$ cat src/rtl/execute_store_data_buffer.sv
// execute_store_data_buffer
//   Turns execute-stage stores (byte address, right-justified register data,
//   size) into word-aligned memory writes with a big-endian byte mask, and
//   queues them in a small FIFO. The FIFO drains to the data-memory port
//   through a req/busy handshake, so execute is not stalled by a busy port.
//
//   Optional feature: define EXECUTE_STORE_MISALIGN_FAULT_EN to reject
//   misaligned half/word stores and pulse oFAULT_MISALIGN. When the macro is
//   undefined, misaligned stores are truncated to their natural alignment.
//
// Ports
//   iCLOCK, inRESET (async, active low), iRESET_SYNC (sync clear)
//   iEXE_VALID/oEXE_BUSY         : store request / FIFO full
//   iEXE_ADDR/DATA/SIZE          : store address, data, size (0=B 1=H 2,3=W)
//   oMEM_REQ/iMEM_BUSY           : head valid / memory stall
//   oMEM_ADDR/MASK/DATA          : head entry, zero when oMEM_REQ=0
//   oEMPTY                       : FIFO empty
//   oFAULT_MISALIGN              : one-cycle misalign pulse (feature only)
module execute_store_data_buffer #(
    parameter int P_DEPTH = 2
) (
    input  logic        iCLOCK,
    input  logic        inRESET,
    input  logic        iRESET_SYNC,
    input  logic        iEXE_VALID,
    output logic        oEXE_BUSY,
    input  logic [31:0] iEXE_ADDR,
    input  logic [31:0] iEXE_DATA,
    input  logic [1:0]  iEXE_SIZE,
    output logic        oMEM_REQ,
    input  logic        iMEM_BUSY,
    output logic [31:0] oMEM_ADDR,
    output logic [3:0]  oMEM_MASK,
    output logic [31:0] oMEM_DATA,
    output logic        oEMPTY,
    output logic        oFAULT_MISALIGN
);
    localparam int PW = (P_DEPTH > 1) ? $clog2(P_DEPTH) : 1;
    localparam int CW = PW + 1;

    typedef struct packed {
        logic [29:0] addr;
        logic [3:0]  mask;
        logic [31:0] data;
    } entry_t;

    entry_t          mem [P_DEPTH];
    logic [PW-1:0]   wr_ptr;
    logic [PW-1:0]   rd_ptr;
    logic [CW-1:0]   count;
    entry_t          enc;
    logic            enq;
    logic            deq;

    assign oEXE_BUSY = (count == CW'(P_DEPTH));
    assign oMEM_REQ  = (count != '0);
    assign oEMPTY    = (count == '0);

    // Lane encode: offset 0 is the most significant byte of the word.
    always_comb begin
        enc      = '0;
        enc.addr = iEXE_ADDR[31:2];
        case (iEXE_SIZE)
            2'd0: begin
                enc.mask = 4'b0001 << iEXE_ADDR[1:0];
                enc.data = {iEXE_DATA[7:0], 24'h0} >> {iEXE_ADDR[1:0], 3'b000};
            end
            2'd1: begin
                if (iEXE_ADDR[1]) begin
                    enc.mask = 4'b1100;
                    enc.data = {16'h0, iEXE_DATA[15:0]};
                end else begin
                    enc.mask = 4'b0011;
                    enc.data = {iEXE_DATA[15:0], 16'h0};
                end
            end
            default: begin
                enc.mask = 4'b1111;
                enc.data = iEXE_DATA;
            end
        endcase
    end

`ifdef EXECUTE_STORE_MISALIGN_FAULT_EN
    logic misalign;
    logic fault_q;

    assign misalign = ((iEXE_SIZE == 2'd1) && iEXE_ADDR[0]) ||
                      (iEXE_SIZE[1] && (iEXE_ADDR[1:0] != 2'b00));
    assign enq      = iEXE_VALID && !oEXE_BUSY && !misalign;
    assign oFAULT_MISALIGN = fault_q;

    always_ff @(posedge iCLOCK or negedge inRESET) begin
        if (!inRESET)         fault_q <= 1'b0;
        else if (iRESET_SYNC) fault_q <= 1'b0;
        else                  fault_q <= iEXE_VALID && !oEXE_BUSY && misalign;
    end
`else
    assign enq             = iEXE_VALID && !oEXE_BUSY;
    assign oFAULT_MISALIGN = 1'b0;
`endif

    assign deq = oMEM_REQ && !iMEM_BUSY;

    always_ff @(posedge iCLOCK or negedge inRESET) begin
        if (!inRESET) begin
            wr_ptr <= '0;
            rd_ptr <= '0;
            count  <= '0;
            for (int i = 0; i < P_DEPTH; i++) mem[i] <= '0;
        end else if (iRESET_SYNC) begin
            wr_ptr <= '0;
            rd_ptr <= '0;
            count  <= '0;
            for (int i = 0; i < P_DEPTH; i++) mem[i] <= '0;
        end else begin
            if (enq) begin
                mem[wr_ptr] <= enc;
                wr_ptr      <= (wr_ptr == PW'(P_DEPTH - 1)) ? '0 : wr_ptr + 1'b1;
            end
            if (deq)
                rd_ptr <= (rd_ptr == PW'(P_DEPTH - 1)) ? '0 : rd_ptr + 1'b1;
            case ({enq, deq})
                2'b10:   count <= count + 1'b1;
                2'b01:   count <= count - 1'b1;
                default: count <= count;
            endcase
        end
    end

    // Head fields are forced to zero whenever nothing is requested.
    always_comb begin
        oMEM_ADDR = '0;
        oMEM_MASK = '0;
        oMEM_DATA = '0;
        if (oMEM_REQ) begin
            oMEM_ADDR = {mem[rd_ptr].addr, 2'b00};
            oMEM_MASK = mem[rd_ptr].mask;
            oMEM_DATA = mem[rd_ptr].data;
        end
    end
endmodule

$ cat config.mk
export PLATFORM = sky130hd
export DESIGN_NAME = execute_store_data_buffer
export DESIGN_NICKNAME = d
export VERILOG_FILES = /design/src/rtl/execute_store_data_buffer.sv
export SDC_FILE = /design/constraint.sdc
export NUM_CORES = 1
export LEC_CHECK = 0
export CORE_MARGIN = 4
export CORE_UTILIZATION = 45
export DETAILED_ROUTE_END_ITERATION = 10
export PLACE_DENSITY = 0.75
export SLEW_MARGIN = 5
export SYNTH_ARGS = -nofsm -noshare
export SYNTH_HDL_FRONTEND = slang
export SYNTH_SLANG_ARGS = --single-unit
$ cat constraint.sdc
create_clock -name iCLOCK -period 2.04 [get_ports iCLOCK]
set_input_delay 0.204 -clock iCLOCK [delete_from_list [all_inputs] [get_ports iCLOCK]]
set_output_delay 0.204 -clock iCLOCK [all_outputs]
set_load 0.01 [all_outputs]
==> metrics.txt <==
Nets 798; global router's overall resource usage 23.5%; clock sinks between 100 and 150; initial antenna violation count 1; vias 5542; R2R Path Start count[1]; Synth area leaders dfrtp_1 51%, a22o_1 11%, mux2i_1 9.9%; DRC violations left 0; number of vias per cell 6.00; Clock Skews roughly 7.7 ps; Post-Route WL ~19 mm; Horiz. Die Dim 130 um; total die area around 17000 um2; dpl hpwl 11.7 mm; Starting DRT DRC Count 407; post-synthesis register bit count 136; Final Power 7.63 mW; post-synthesis sequential area ratio 51.0%; Critical Path Max Stage Delay ~500 ps; Die H roughly 130 um; setup tns final 0 ps; worst hold slack 331 ps; ys flop type dfrtp_1; most numerous cell in the Yosys netlist dfrtp_1; IO Count 143; worst reg2reg path depth 6; Area Overhead vs Synth 39.0%; Clock Tree Buf Depth 2; CP Data Required Time 1840 ps; unrepaired setup endpoints after global routing yes; Netlist cell types 38; slew margin rel. 54.1%; Setup crit start kind flip-flop; Yosys warnings 0; critical path arrival 1800 ps; CTS clk-pin slew, worst paths roughly 60 ps; Crit Path Category flip-flop to primary output; port bufs 139; VDD IR max around 0.86 mV; CP endpoint kind primary output; worst slew pin tran between 600 and 700 ps; Post-synth ARST share 100%; ant diodes 0; Max Cap Violations 0; final hold viol count 0; Hold Path Class primary input to asynchronous set/reset pin; FILL cells 1138; global route overflow 0; Cell Chain, Critical Path buf_12 > buf_4 > mux2i_1 > nor2_1 > dlygate4sd2_1; DR WL/cell 20.8 um; # setup viols final 0; Non-Filler Instances 924; outcome complete, no violations; H-tree depth 4; final core utilization 63.8%; Post-synth EDFFs 0; Post-Synthesis Cells 584; syn_area_per_cell roughly 11 um2; first-pass GRT wire length 30.6 mm; vias in the first global route 5685; CTS root buf clkbuf_16; end of the worst register-to-register path mem[92]; RePlAce Congestion just under 0.9; Synth Cell Area 6670 um2; TritonCTS clock tree yes; dpl cells 874; share of the synthesized area in the top cell type 51.0%; Worst-Skew Late Latency 420 ps; starting density of the core 45.9%; core box area 14500 um2; drt pass-1 iters 5; TritonCTS Buffers 17; period utilisation layout 98.1%; Slew Limit Fails 0; CP bufs+invs 3; number of core rows 44; DRT antenna net count 0; R2R Setup Slk 410 ps; post-synth top area cell dfrtp_1; Final min period 2000 ps; top post-synthesis cells by count 136 x dfrtp_1, 80 x a22o_1, 66 x mux2i_1, 66 x nor2_1; critical path's top delay family buffers and inverters; PD cells slightly above 800 nW/um2; ratio of cells with drive above 1 in the final layout between 10% and 20%; largest net degree at the start of global routing 67; Pleak 4.19 nW; FMAX 0.500 GHz; slowest stage cell, crit path dfrtp_4; Max FO, Critical Path 6
metrics by stage:
stage	instance area (um2)	worst slack (ps)
after floorplan	6680	397
after global placement	8380	142
after detailed placement	8380	81.5
after CTS	9170	-1.90
after global routing	9270	-11.7
final	9270	38.5
logic make-up after synthesis:
logic type      count (synthesis)  share of synthesized area, %
compound gates                171                          22.9
flops                         136                          51.0
other cells                     1                        0.0562
buf+inv                        68                          4.77
mux                            67                          10.1
simple gates                  141                          11.2
sequential cells by signal, indices dropped and copies added, names as in the netlist:
name    flops
rd_ptr      1
wr_ptr      1
count       2
mem       132
worst register-to-register path, delay by kind of cell (launching register included):
family                 cells  cell delay, ps
buffers and inverters      3             450
and+or+nand+nor            2             500
AOI/OAI and AO/OA          1             180
DFF                        1             400
repair_timing:
item	in CTS	in global routing
endpoints found under the setup margin	67	30
setup buffers	10	5
hold buffers	1	0
resized for setup	82	15
hold endpoints to repair	60	0
cloned	2	1
layer usage:
metal	up-vias	GRT usage [%]	part of all wire (%)
met2	246	36.6	47
met4	2	6.91	1.5
met5	-	0	0.068
met3	31	6.39	7.4
met1	2797	32.4	44
li1	2466	-	-
power by group:
group	switching, mW	internal [mW]
registers	0.0900	2.84
clock network	1.16	2.35
logic	0.620	0.567
worst max-delay path by stage:
stage                        start             to  slack, ps  cells after the start
after global routing        rd_ptr   oMEM_DATA[8]        -10                      5
after detailed placement    rd_ptr   oMEM_DATA[5]         80                      4
after global placement      rd_ptr  oMEM_ADDR[24]        140                      4
after CTS                 count[1]  oMEM_DATA[30]         -2                      6
final                       rd_ptr   oMEM_DATA[0]         40                      5
after floorplan           count[1]  oMEM_ADDR[10]        400                      5
final cells by class:
type / instances / area [um2] / share of cell area (%)
Sequential cell: 136 / 3410 / 36.8
Clock buffer: 19 / 453 / 4.89
Multi-Input combinational cell: 382 / 3040 / 32.8
Tap cell: 184 / 230 / 2.48
Timing Repair Buffer: 185 / 1880 / 20.3
Clock inverter: 13 / 224 / 2.42
Inverter: 5 / 33.8 / 0.365
layout by cell type, fill, tap and decap left out, types with 3 or more instances in the layout:
master	Yosys	layout
a21oi_1	5	5
a221oi_1	8	8
a22o_1	80	80
a32o_1	16	16
and3_1	8	8
buf_12	0	13
buf_4	3	26
buf_6	2	5
bufinv_16	0	6
clkbuf_16	0	18
clkdlybuf4s15_1	0	9
clkdlybuf4s50_1	0	70
clkinv_2	0	4
conb_1	1	3
dfrtp_1	136	134
dlygate4sd2_1	0	57
mux2i_1	66	60
mux2i_2	0	5
nand2_1	10	10
nand2b_1	21	21
nor2_1	66	66
nor2b_1	9	9
nor3b_1	7	7
nor4b_1	8	8
o21ai_0	12	12
o221ai_1	8	8
o2bb2ai_1	23	23
o2bb2ai_2	13	13
(Power assumes the default switching activity.)
